<file path="config.mk">
export PLATFORM = sky130hd
export DESIGN_NAME = rope_referee
export DESIGN_NICKNAME = d
export VERILOG_FILES = /design/src/rtl/tug_pkg.sv /design/src/rtl/score_tally.sv /design/src/rtl/rope_referee.sv
export SDC_FILE = /design/constraint.sdc
export NUM_CORES = 1
export LEC_CHECK = 0
export BUFFER_PORTS_ARGS = -buffer_cell sky130_fd_sc_hd__buf_2
export CAP_MARGIN = 20
export CORE_MARGIN = 2
export CORE_UTILIZATION = 40
export CTS_BUF_LIST = sky130_fd_sc_hd__clkbuf_8
export CTS_CLUSTER_DIAMETER = 200
export DETAILED_ROUTE_END_ITERATION = 8
export PLACE_DENSITY = 0.58
export SYNTH_ARGS = -nofsm -noshare
export SYNTH_HDL_FRONTEND = slang
export SYNTH_SLANG_ARGS = --single-unit
</file>
<file path="constraint.sdc">
create_clock -name Clock -period 1.7 [get_ports Clock]
set_clock_uncertainty 0.05 [all_clocks]
set_input_delay 0.51 -clock Clock [delete_from_list [all_inputs] [get_ports Clock]]
set_output_delay 0.51 -clock Clock [all_outputs]
set_load 0.005 [all_outputs]
</file>
<file path="src/rtl/tug_pkg.sv">
// Shared types and constants for the tug-of-war rope referee.
package tug_pkg;

  localparam int NPOS_DEF = 9;
  localparam int SCORE_W  = 3;

  typedef logic [$clog2(NPOS_DEF)-1:0] pos_t;

  typedef enum logic [1:0] {
    PLAY,
    HOLD,
    OVER
  } ref_state_e;

  typedef enum logic {
    LEFT,
    RIGHT
  } side_e;

endpackage

</file>
<file path="src/rtl/score_tally.sv">
// Per-side point counter: counts one point per inc pulse, saturates at MAX_SCORE.
module score_tally
  import tug_pkg::*;
#(
  parameter int MAX_SCORE = 7
) (
  input  logic               Clock,
  input  logic               Reset,
  input  logic               inc,
  output logic [SCORE_W-1:0] score,
  output logic               full
);

  localparam logic [SCORE_W-1:0] MAX_S = SCORE_W'(MAX_SCORE);

  logic [SCORE_W-1:0] score_q, score_d;

  always_comb begin
    score_d = score_q;
    if (inc && (score_q != MAX_S)) score_d = score_q + 1'b1;
  end

  // NOTE: state registers use non-blocking assignments so every flop samples pre-edge values.
  always_ff @(posedge Clock or negedge Reset) begin
    if (!Reset) score_q <= '0;
    else        score_q <= score_d;
  end

  assign score = score_q;
  assign full  = (score_q == MAX_S);

endmodule

</file>
<file path="src/rtl/rope_referee.sv">
// Tug-of-war referee: rope position, point/hold/match FSM, scores and LED field.
// Define PULL_LOCKOUT_EN to add a per-player dead time after each accepted pull.
module rope_referee
  import tug_pkg::*;
#(
  parameter int NPOS        = 9,
  parameter int MAX_SCORE   = 7,
  parameter int HOLD_CYCLES = 50000000,
  parameter int LOCKOUT_CYC = 4
) (
  input  logic               Clock,
  input  logic               Reset,
  input  logic               pullL,
  input  logic               pullR,
  output logic [NPOS-1:0]    lights,
  output logic [SCORE_W-1:0] scoreL,
  output logic [SCORE_W-1:0] scoreR,
  output logic               pointL,
  output logic               pointR,
  output logic               matchOver
);

  localparam int POS_W  = $clog2(NPOS);
  localparam int HOLD_W = $clog2(HOLD_CYCLES + 1);
  localparam logic [POS_W-1:0]  CENTER    = POS_W'((NPOS - 1) / 2);
  localparam logic [POS_W-1:0]  LEFT_END  = POS_W'(NPOS - 1);
  localparam logic [HOLD_W-1:0] HOLD_LAST = HOLD_W'(HOLD_CYCLES - 1);

  ref_state_e        state_q, state_d;
  logic [POS_W-1:0]  pos_q, pos_d;
  logic [HOLD_W-1:0] hold_q, hold_d;
  logic              point_l_q, point_l_d, point_r_q, point_r_d;
  logic              inc_l, inc_r, full_l, full_r;
  logic              acc_l, acc_r;
  logic              enter_hold;

`ifdef PULL_LOCKOUT_EN
  localparam int LOCK_W = $clog2(LOCKOUT_CYC + 1);
  localparam logic [LOCK_W-1:0] LOCK_SET = LOCK_W'(LOCKOUT_CYC - 1);

  logic [LOCK_W-1:0] lock_l_q, lock_l_d, lock_r_q, lock_r_d;

  assign acc_l = pullL && (lock_l_q == '0);
  assign acc_r = pullR && (lock_r_q == '0);

  // The accepting cycle counts as the first dead cycle, hence LOCKOUT_CYC-1.
  always_comb begin
    lock_l_d = (lock_l_q != '0) ? lock_l_q - 1'b1 : lock_l_q;
    lock_r_d = (lock_r_q != '0) ? lock_r_q - 1'b1 : lock_r_q;
    if (enter_hold) begin
      lock_l_d = '0;
      lock_r_d = '0;
    end else if (state_q == PLAY) begin
      if (acc_l) lock_l_d = LOCK_SET;
      if (acc_r) lock_r_d = LOCK_SET;
    end
  end

  always_ff @(posedge Clock or negedge Reset) begin
    if (!Reset) begin
      lock_l_q <= '0;
      lock_r_q <= '0;
    end else begin
      lock_l_q <= lock_l_d;
      lock_r_q <= lock_r_d;
    end
  end
`else
  assign acc_l = pullL;
  assign acc_r = pullR;
`endif

  // NOTE: every always_comb output gets a default first so no latch is inferred.
  always_comb begin
    state_d   = state_q;
    pos_d     = pos_q;
    hold_d    = hold_q;
    inc_l     = 1'b0;
    inc_r     = 1'b0;
    point_l_d = 1'b0;
    point_r_d = 1'b0;
    case (state_q)
      PLAY: begin
        if (acc_l && !acc_r) begin
          if (pos_q == LEFT_END) begin
            inc_l     = 1'b1;
            point_l_d = 1'b1;
            hold_d    = '0;
            state_d   = HOLD;
          end else begin
            pos_d = pos_q + 1'b1;
          end
        end else if (acc_r && !acc_l) begin
          if (pos_q == '0) begin
            inc_r     = 1'b1;
            point_r_d = 1'b1;
            hold_d    = '0;
            state_d   = HOLD;
          end else begin
            pos_d = pos_q - 1'b1;
          end
        end
      end
      HOLD: begin
        if (hold_q == HOLD_LAST) begin
          if (full_l || full_r) begin
            state_d = OVER;
          end else begin
            pos_d   = CENTER;
            state_d = PLAY;
          end
        end else begin
          hold_d = hold_q + 1'b1;
        end
      end
      OVER:    state_d = OVER;
      default: state_d = PLAY;
    endcase
  end

  assign enter_hold = (state_q == PLAY) && (state_d == HOLD);

  always_ff @(posedge Clock or negedge Reset) begin
    if (!Reset) begin
      state_q   <= PLAY;
      pos_q     <= CENTER;
      hold_q    <= '0;
      point_l_q <= 1'b0;
      point_r_q <= 1'b0;
    end else begin
      state_q   <= state_d;
      pos_q     <= pos_d;
      hold_q    <= hold_d;
      point_l_q <= point_l_d;
      point_r_q <= point_r_d;
    end
  end

  score_tally #(.MAX_SCORE(MAX_SCORE)) u_tally_l (
    .Clock (Clock),
    .Reset (Reset),
    .inc   (inc_l),
    .score (scoreL),
    .full  (full_l)
  );

  score_tally #(.MAX_SCORE(MAX_SCORE)) u_tally_r (
    .Clock (Clock),
    .Reset (Reset),
    .inc   (inc_r),
    .score (scoreR),
    .full  (full_r)
  );

  assign lights    = NPOS'(1) << pos_q;
  assign pointL    = point_l_q;
  assign pointR    = point_r_q;
  assign matchOver = (state_q == OVER);

endmodule
</file>
==> results.cfg <==
[status]
outcome = complete, but fails checks
failed_checks = negative setup slack

[timing]
max_freq_mhz = 520
min_period_ns = 1.92
setup_tns_ns = -4.46
setup_violations = 39
min_period_over_period_pct = 113
final_hold_viol_count = 0
slew_headroom_pct = 72.8
maxSlewViolCount = 0
fin_ws_ns = -0.223
worst_pin_slew_ns = 0.408
rsz0062_at_grt = yes

[global_routing]
use_met3_pct = 3.48
grt_use_total_pct = 20.9
grt_pass1_vias = 2323
grt_pass1_wl_mm = 10.8
gr-total-overflow = 0
busiest_layer = met2
grt_max_degree = 41
grt_util_met1_pct = 27.3
use_met2_pct = 36.0
antenna_found_initial = 0

[pwr]
pwr-share-seq_pct = 46.5
power.leakage_uw = 0.00195
p_int_uw = 1610
p_sw_uw = 741
clockPowerShare_pct = 28.4
p_comb_share_pct = 25.1
p_per_area_nw_per_um2 = 566
ir_drop_v = 0.000377
switching_share_pct = 31.5

[logic_synthesis]
yosys.area.top_type = dfrtp_1
yosysWarnings = 0
synthArstFlopShare_pct = 100
synth_area_leaders = dfrtp_1 40%, ha_1 5.1%, nand3_1 4.1%
synth-edff-count = 0
yosys_register_bits = 40
synth.distinct_cells = 56
synth_area_um2 = 2460
synth.most_common_cell = dfrtp_1
yosys-top-cells-count = 39 x dfrtp_1, 20 x nand3_1, 17 x nand2_1, 17 x nor2_1, 14 x nor3_1
yosysSeqAreaShare_pct = 40.8
avgSynthCellArea_um2 = 9.98
syn_inst = 246
synth-main-ff-cell = dfrtp_1
netlist.area_leader.share_pct = 39.7
synth.net_count = 260

[clocking]
clk_path_buf_depth = 2
root_buffer = clkbuf_8
clkTransAtPathRegs_ns = 0.09
clk_latency_ns = 0.30
clock_sinks = 40
cts_buffers = 5
htree_levels = 2
cts_tree = yes

[cells_and_area]
final_core_util_pct = 70.1
num_antenna_cells = 0
drive_above_1_share_pct = 61.6
layout.nets = 385
syn2layout_area_growth_pct = 68.9

[floorplan]
num_rows = 28
dieWidth_um = 82.4
ios = 22
die-height_um = 82.4
core_um2 = 5920
initial_core_util_pct = 41.5
fp.dieArea_um2 = 6780

[route]
wl_per_cell_um = 16.0
totalWireLength_mm = 7.14
vias_per_cell = 5.41
remaining_drc_errors = 0
ant_nets = 0
first_pass_iters = 4
route.vias.total = 2419
drtIter0Drc = 117

[setup_path]
crit_arrival_ns = 1.36
crit_path_start_kind = register
path_class = register to output port
required_ns = 1.14
endpoint_kind = output port
critPathMaxFanout = 3
r2r_slack_ns = -0.20

[worst_hold_path]
hold_class = input port to async pin

[place]
post-dp-hpwl_mm = 4.31
portBuffers = 21
place_congestion = 0.839

[run]
drv_cap = 0
[area by class of cell]
type                       instances  area [um2]
multi-input combinational        187        1850
clock buffer                       5        68.8
inverter                           8        30.0
sequential                        40        1010
timing repair buffer             129        1070
fill                             427        1770
tap                               75        93.8
clock inverter                     3        23.8
[logic make-up (layout without fill, tap and decap cells)]
family,Yosys count,count (layout),share of synthesized area (%)
flip-flops,40,40,40.8
XOR/XNOR,15,15,5.35
AO/OA/AOI/OAI,34,34,10.0
AND/OR/NAND/NOR,121,121,31.2
multiplexers,7,7,3.06
adder cells (fa/ha/maj),10,10,5.09
buffers and inverters,19,145,4.43
[registers in the layout, summed over array words and instances, names as in the netlist]
name / cells
hold_q: 26
pos_q: 4
u_tally_l.score: 3
u_tally_r.score: 3
state_q: 2
pointL: 1
pointR: 1
[metal layers]
| layer | wire, um | up-vias |
|---|---|---|
| met4 | 211 | 0 |
| li1 | - | 1158 |
| met1 | 3180 | 1191 |
| met2 | 3560 | 48 |
| met3 | 189 | 22 |
| met5 | 0 | - |
[metrics by stage]
step | power (uW) | hold slack [ns] | instance area (um2) | cells | setup WS, ns
detailed placement | 1570 | 0.449 | 3250 | 408 | -0.350
floorplan | 1360 | 0.164 | 2530 | 246 | -0.133
global route | 2460 | 0.135 | 4150 | 447 | -0.277
CTS | 2280 | 0.126 | 3730 | 430 | -0.214
finish | 2350 | 0.121 | 4150 | 447 | -0.223
global placement | 1560 | 0.451 | 3250 | 408 | -0.313
[repair_timing]
item / CTS / global route
gates resized for setup: 57 / 64
hold buffers: 0 / 0
setup endpoints to repair: 44 / 49
gates cloned: 0 / 0
pin swaps: 21 / 31
buffers inserted: 17 / 17
[layout by cell type, fill, tap and decap left out, types with 5 or more instances in the layout]
| cell type | n |
|---|---|
| inv_1 | 6 |
| nand4_1 | 6 |
| nor3_4 | 7 |
| nand2_4 | 6 |
| xnor2_1 | 9 |
| buf_6 | 27 |
| ha_1 | 5 |
| nor2_1 | 12 |
| nand3_1 | 12 |
| buf_4 | 79 |
| clkbuf_8 | 5 |
| nand2_1 | 9 |
| nand3_2 | 7 |
| a21oi_1 | 5 |
| dfrtp_1 | 36 |
| buf_2 | 19 |
| nor2_2 | 5 |
| nor4_4 | 7 |
[critical path, cell delays in order (launching register included)]
cell	delay, ns
dfrtp_2	0.44
nor4_4	0.34
buf_4	0.19
buf_6	0.10
[path summary, 6_finish.rpt]
path,start,end,cells past startpoint
min,Reset,u_tally_r.score[0]$_DFFE_PN0P_,2
min reg2reg,u_tally_r.score[2]$_DFFE_PN0P_,u_tally_r.score[2]$_DFFE_PN0P_,1
max in group asynchronous,Reset,pos_q[2]$_DFFE_PN1P_,2
min in group Clock,u_tally_r.score[2]$_DFFE_PN0P_,u_tally_r.score[2]$_DFFE_PN0P_,1
max,pos_q[3]$_DFFE_PN0P_,lights[0],3
max reg2reg,pos_q[2]$_DFFE_PN1P_,pos_q[3]$_DFFE_PN0P_,7
[power groups by stage]
| stage | clock [uW] | sequential (uW) | combinational (uW) |
|---|---|---|---|
| after floorplan | 0 | 1120 | 241 |
| after global placement | 0 | 1110 | 455 |
| after detailed placement | 0 | 1110 | 461 |
| after CTS | 673 | 1090 | 517 |
| after global routing | 708 | 1100 | 648 |
| final | 666 | 1090 | 590 |
Note: power is estimated with default switching activity, not from simulation.
